## src/rtl/rr_arbiter_16_pkg.sv

```systemverilog
// Shared types, sizes and the rotating priority pick for the 16-way round-robin arbiter.
package arb_pkg;

    typedef enum logic {IDLE, GRANT} arb_state_t;

    localparam int N_REQ = 16;
    localparam int IDX_W = 4;

    // Rotate req right by ptr, take the lowest set bit, then map back by adding ptr.
    function automatic logic [IDX_W-1:0] rr_pick(
        input logic [N_REQ-1:0] req,
        input logic [IDX_W-1:0] ptr
    );
        logic [2*N_REQ-1:0] doubled;
        logic [N_REQ-1:0]   rotated;
        logic [IDX_W-1:0]   offset;
        doubled = {req, req};
        rotated = doubled[ptr +: N_REQ];
        offset  = '0;
        for (int i = N_REQ - 1; i >= 0; i--) begin
            if (rotated[i]) begin
                offset = IDX_W'(i);
            end
        end
        return ptr + offset;
    endfunction

endpackage

```

## src/rtl/decoder_4_to_16.sv

```systemverilog
// Enabled 4-to-16 one-hot decoder; output is all zero while ena is low.
module decoder_4_to_16 (
    input  logic        ena,
    input  logic [3:0]  in,
    output logic [15:0] out
);

    always_comb begin
        out = '0;
        if (ena) begin
            out[in] = 1'b1;
        end
    end

endmodule

```

## src/rtl/rr_arbiter_16.sv

```systemverilog
// Round-robin arbiter for 16 requesters with an optional per-grant hold limit.
module rr_arbiter_16
    import arb_pkg::*;
#(
    parameter int HOLD_LIMIT = 8
) (
    input  logic             clk,
    input  logic             rst_n,
    input  logic [N_REQ-1:0] req,
    input  logic             done,
    output logic [N_REQ-1:0] gnt,
    output logic             gnt_valid,
    output logic [IDX_W-1:0] gnt_idx,
    output logic             timeout
);

    localparam logic [7:0] LIMIT_LAST = 8'(HOLD_LIMIT - 1);

    arb_state_t       state, state_nxt;
    logic [IDX_W-1:0] ptr, ptr_nxt;
    logic [IDX_W-1:0] idx_nxt;
    logic [7:0]       hold_cnt, hold_nxt;
    logic             timeout_nxt;
    logic             owner_req;
    logic             limit_hit;
    logic             release_now;

    always_comb begin
        owner_req   = req[gnt_idx];
        limit_hit   = (HOLD_LIMIT != 0) && (hold_cnt == LIMIT_LAST);
        release_now = done || !owner_req || limit_hit;

        state_nxt   = state;
        ptr_nxt     = ptr;
        idx_nxt     = gnt_idx;
        hold_nxt    = hold_cnt;
        timeout_nxt = 1'b0;

        case (state)
            IDLE: begin
                if (req != '0) begin
                    state_nxt = GRANT;
                    idx_nxt   = rr_pick(req, ptr);
                    hold_nxt  = '0;
                end
            end
            GRANT: begin
                if (release_now) begin
                    state_nxt   = IDLE;
                    ptr_nxt     = gnt_idx + IDX_W'(1);
                    hold_nxt    = '0;
                    // Only a pure limit expiry is flagged; a coincident done or drop is a normal release.
                    timeout_nxt = !done && owner_req;
                end else begin
                    hold_nxt = hold_cnt + 8'd1;
                end
            end
            default: begin
                state_nxt = IDLE;
            end
        endcase
    end

    always_ff @(posedge clk or negedge rst_n) begin
        if (!rst_n) begin
            state    <= IDLE;
            ptr      <= '0;
            gnt_idx  <= '0;
            hold_cnt <= '0;
            timeout  <= 1'b0;
        end else begin
            state    <= state_nxt;
            ptr      <= ptr_nxt;
            gnt_idx  <= idx_nxt;
            hold_cnt <= hold_nxt;
            timeout  <= timeout_nxt;
        end
    end

    // Grant outputs come only from registers, so req/done never reach gnt combinationally.
    assign gnt_valid = (state == GRANT);

    decoder_4_to_16 u_decoder (
        .ena (gnt_valid),
        .in  (gnt_idx),
        .out (gnt)
    );

    always_ff @(posedge clk) begin
        if (rst_n) begin
            assert ($onehot0(gnt) && (gnt_valid == |gnt));
        end
    end

endmodule

```

## config.mk

```make
export PLATFORM = sky130hd
export DESIGN_NAME = rr_arbiter_16
export DESIGN_NICKNAME = d
export VERILOG_FILES = /design/src/rtl/rr_arbiter_16_pkg.sv /design/src/rtl/decoder_4_to_16.sv /design/src/rtl/rr_arbiter_16.sv
export SDC_FILE = /design/constraint.sdc
export NUM_CORES = 1
export LEC_CHECK = 0
export BUFFER_PORTS_ARGS = -buffer_cell sky130_fd_sc_hd__buf_2
export CORE_MARGIN = 1
export CORE_UTILIZATION = 40
export CTS_CLUSTER_DIAMETER = 200
export DETAILED_ROUTE_END_ITERATION = 8
export SLEW_MARGIN = 15
export SYNTH_ARGS = -nofsm -noshare
export SYNTH_HDL_FRONTEND = slang
export SYNTH_SLANG_ARGS = --single-unit
```

## constraint.sdc

```tcl
create_clock -name clk -period 5.4 [get_ports clk]
set_input_delay 1.08 -clock clk [delete_from_list [all_inputs] [get_ports clk]]
set_output_delay 1.08 -clock clk [all_outputs]
set_load 0.1 [all_outputs]
```

Yosys cells after proc, flatten, opt, wreduce, memory -nomap -nowiden
Index checks and enable logic that the tools add are counted.

word-level totals
  register bits = 18
  input port bits = 19
  output and inout bits = 22
  logic and storage cells = 54

operators by class
  add/sub/neg operators = 3
  magnitude comparators = 2
  equal/unequal tests = 2
  shifts and indexed selects = 1
  muxes and demuxes = 31
  bitwise gates (word level) = 1
  reduce and logical (&&, ||, !) cells = 9

operator list
  kind                   count
  $mux W4                18
  $shiftx A32 B5 Y16     1
  $mux W16               1
  $mux W8                2
  $pmux W8 S2            1
  $reduce_bool A16 Y1    1
  $add A8 B1 Y8 const B  1
  $eq A8 B3 Y1 const B   1
  $mux W1                6
  $lt A4 B5 Y1 const B   1
  $add A4 B1 Y4 const B  1
  $add A4 B4 Y4          1
  $bmux W1 S4            1
  $demux W1 S4           1
  $ge A4 B1 Y1 const B   1
  $reduce_and A2 Y1      2
  $logic_and A1 B1 Y1    2
  $logic_not A1 Y1       2
  $logic_or A1 B1 Y1     2
  $ne A2 B2 Y1 const B   1
  $pmux W1 S2            1
  $not A1 Y1             1

Depth between registers and ports, before layout
  depth in word-level cells = 20
  depth in mapped cells = 17
  mapped depth without buffers = 15

By module
From an unflattened synthesis, not the netlist that was laid out.

second synthesis, totals
  cell total of the unflattened synthesis = 237
  area total of the unflattened synthesis = 2229.6 um^2

modules (own cells, without submodules)
  module           instances  cells an instance  area each (um^2)  sequential area each (um^2)
  rr_arbiter_16    1          214                2112.0            450.4
  decoder_4_to_16  1          23                 117.6             0.0

Worst setup path after synthesis
Ideal clock, no wire load.

  path type = register -> output
  from = reg gnt_idx[1]
  to = out gnt[3]
  arrival time = 3.557 ns
  required time = 4.320 ns
  setup slack = 0.763 ns
  stages on the path, launching flop included = 4
  path buffers = 0
  cell sequence = dfrtp_1 -> ha_1 -> nand2_1 -> nor3_1

between the ends
  longest elaborated chain between the ends = 5
  elaborated cells between the ends (all ways) = 6
  those cells by class = order compare (2); mux (3); reduce/logical (1)

ends and longest elaborated chain
  what                                                                RTL line               RTL
  start: declaration                                                  rr_arbiter_16.sv:13    output logic [IDX_W-1:0] gnt_idx,
  start signal: assignment                                            rr_arbiter_16.sv:74    gnt_idx <= idx_nxt;
  $lt A4 B5 Y1 (implied by the code) or $ge A4 B1 Y1 (tied branches)  decoder_4_to_16.sv:11  out[in] = 1'b1;
  $logic_and A1 B1 Y1 (implied by the code)                           decoder_4_to_16.sv:11
  $mux W1 (implied by the code)                                       decoder_4_to_16.sv:11
  $demux W1 S4 *                                                      -
  $mux W16 *                                                          decoder_4_to_16.sv:10  if (ena) begin
  end: declaration                                                    rr_arbiter_16.sv:11    output logic [N_REQ-1:0] gnt,

Mark *: on every way between the ends. The rest lies on a longest branch, timed or not.

Final worst setup path
  from = reg ptr[1]
  to = reg gnt_idx[3]

between the ends
  longest elaborated chain between the ends = 20

ends and longest elaborated chain
  what                      RTL line                 RTL
  start: declaration        rr_arbiter_16.sv:20      logic [IDX_W-1:0] ptr, ptr_nxt;
  start signal: assignment  rr_arbiter_16.sv:73      ptr <= ptr_nxt;
  $shiftx A32 B5 Y16        rr_arbiter_16_pkg.sv:18  rotated = doubled[ptr +: N_REQ];
  $mux W4 (16 in a row)     rr_arbiter_16_pkg.sv:21  if (rotated[i]) begin
  $mux W4                   rr_arbiter_16.sv:41      if (req != '0) begin
  $mux W4                   rr_arbiter_16.sv:39      case (state)
  $add A4 B4 Y4 *           rr_arbiter_16_pkg.sv:25  return ptr + offset;

Mark *: on every way between the ends. The rest lies on a longest branch, timed or not. The select of a mux whose other input is x is not followed.
A chain may end at the register's enable or synchronous reset.

==> flow_summary.ini <==
[status]
status = complete, no violations

[global_routing]
grt_pass1_vias = 2163
grt_overflow = 0
grt_max_degree = 23
antenna_found_initial = 0
grt_use_total_pct = 21.4
grt_pass1_wl_um = 11000

[routing]
wl_um = 6700
vias = 2396
drc = 0
routedWlPerCell_um = 17.1
first_pass_iters = 4
drtIter0Drc = 179
detail_route.vias_per_cell = 6.13
ant_nets = 0

[clock_tree]
postCtsSetupRepairBufs = 0
cts-root-buf = clkbuf_8
cts_max_level = 1
numCtsBuffers = 3
clkSinkCount = 18
ctsResizeCount = 0
cts_hold_buf = 0
clock_path_buffers = 2
clk_pin_slew_ns = 0.07
cts_tree = yes
clk_latency_ns = 0.26

[die]
rows = 28
io_pins = 41
coreArea_sq_um = 6060
die_y_um = 82.2
dieArea_sq_um = 6760
die_w_um = 82.2
start_util_pct = 42.5

[sta]
period_minus_slack_ns = 4.47
worst_pin_slew_ns = 1.06
finalHoldViolations = 0
rsz0062_at_grt = no
post-route-period-util_pct = 82.8
setup_tns_ns = 0
finClkSkew_ns = 0.00281
fmax_ghz = 0.224
finalSetupViolations = 0
slew_violations = 0
max-slew-margin-rel_pct = 29.2

[power_and_ir_drop]
power.density_nw_per_um2 = 681
power_w = 0.00194
leakage_nw = 1.23
ir_drop_uv = 370

[worst_setup_path]
worstPathArrival_ns = 4.61
cpMostUsedCell = nand2_1
slowest_delay_ns = 1.05
critical_path.max_fanout = 22
crit_type = flop to flop
cp.required_ns = 5.54
crit_family = multiplexers
crit_slowest_cell = dfrtp_1
worstPathCellList = mux4_1, mux2_2, mux2i_4, nand2_1, a2111oi_0, nor3_1, ha_1, a21o_1, a21oi_1, xnor2_1, and2_1, a22oi_1, nand2_1, a211o_1
startpoint_type = flop
path_buf_inv = 0
endpoint_kind = flop

[synth]
synth_warnings = 0
async_flop_share_pct = 100
ys.flop_type = dfrtp_1
synth_fp_nets = 314
synth-edff-count = 0
synth_cell_types = 55
synth.yosys.seq_area_share_pct = 17.5
syn_avg_cell_area_sq_um = 9.00
syn_inst = 286
synth-seq-cells = 18
synth_area_sq_um = 2570

[finish]
area_growth_pct = 10.7
layout_common_cells = 40 x buf_2, 38 x nor2_1, 29 x nand2_1, 18 x dfrtp_1, 16 x mux2_2
nNetsFinal = 345
diodes = 0
stdcell_area_sq_um = 2850
drive_gt1_share_pct = 27.8
layout_commonest_cell = buf_2

[placed_design]
place_congestion = 0.848
dpl_cell_area_sq_um = 2800
port_buffers = 40
dp_hpwl_um = 5100

[job]
drv_cap = 0

[min_path]
hold_class = flop to flop
[worst paths after layout]
path | startpoint | end | slack, ns | cells past startpoint
max in group asynchronous | rst_n | gnt_idx[2]$_DFFE_PN0P_ | 4.35 | 1
hold / removal | hold_cnt[2]$_DFFE_PN0P_ | hold_cnt[2]$_DFFE_PN0P_ | 0.54 | 1
setup / recovery | ptr[1]$_DFFE_PN0P_ | gnt_idx[3]$_DFFE_PN0P_ | 0.93 | 14
min in group asynchronous | rst_n | hold_cnt[6]$_DFFE_PN0P_ | 0.75 | 1
setup reg to reg | ptr[1]$_DFFE_PN0P_ | gnt_idx[3]$_DFFE_PN0P_ | 0.93 | 14
hold reg to reg | hold_cnt[2]$_DFFE_PN0P_ | hold_cnt[2]$_DFFE_PN0P_ | 0.54 | 1
[synthesized netlist by cell type (all sizes together), types with 4 or more instances]
| library cell | instances | share of area (%) |
|---|---|---|
| nor2 | 38 | 5.5 |
| nand2 | 29 | 4.2 |
| mux4 | 21 | 19 |
| dfrtp | 18 | 18 |
| mux2 | 17 | 7.6 |
| a21oi | 15 | 2.9 |
| mux2i | 14 | 6.4 |
| nor3 | 10 | 1.9 |
| o21ai | 10 | 1.9 |
| clkbuf | 9 | 1.3 |
| inv | 9 | 1.3 |
| buf | 8 | 2.4 |
| ha | 8 | 3.9 |
| nand3 | 8 | 1.7 |
| nand2b | 6 | 1.5 |
| nor2b | 6 | 1.5 |
| nor4 | 6 | 1.7 |
| o211ai | 5 | 1.7 |
| a22o | 4 | 1.4 |
| xnor2 | 4 | 1.4 |
[cell type report]
class                           count  area, sq um
Fill cell                         604         3210
Timing Repair Buffer               43          223
Sequential cell                    18          450
Inverter                            9         33.8
Multi-Input combinational cell    242         1990
Tap cell                           75         93.8
Clock buffer                        4         55.1
[power by group]
group	total (W)	leakage [nW]	switching [W]	internal, W
logic	0.00150	0.979	0.000910	0.000588
clock network	0.000112	0.0288	0.0000467	0.0000649
registers	0.000331	0.227	0.000159	0.000173
[kinds of logic after synthesis]
logic type                 after synthesis  share of synthesized area, %
xor gates and xnor gates                 6                          2.04
muxes                                   52                          33.3
and+or+nand+nor                        116                          21.6
adders and majority gates                9                          4.67
buffers and inverters                   26                          5.01
AOI/OAI and AO/OA                       59                          15.9
DFF                                     18                          17.5
[per-layer routing]
layer	wire (um)	vias to the layer above	global-route usage, %
li1	-	1142	-
met1	3240	1191	32.4
met2	3120	57	32.2
met3	294	6	3.30
met4	57	0	4.04
met5	0	-	0
[stage by stage]
| stage | hold WS, ns | cells | utilization (%) | setup slack [ns] |
|---|---|---|---|---|
| 2_1_floorplan | 0.481 | 286 | - | 0.763 |
| 3_3_place_gp | 0.521 | 387 | 46.1 | 0.936 |
| 3_5_place_dp | 0.526 | 387 | 46.1 | 0.877 |
| 4_1_cts | 0.538 | 391 | 47.0 | 0.889 |
| 5_1_grt | 0.552 | 391 | 47.0 | 0.520 |
| 6_report | 0.538 | 391 | 47.0 | 0.929 |
[registers in the layout, indices dropped and copies added (netlist names)]
name	flops
hold_cnt	8
gnt_idx	4
ptr	4
gnt_valid	1
timeout	1
Note: power is estimated with default switching activity, not from simulation.
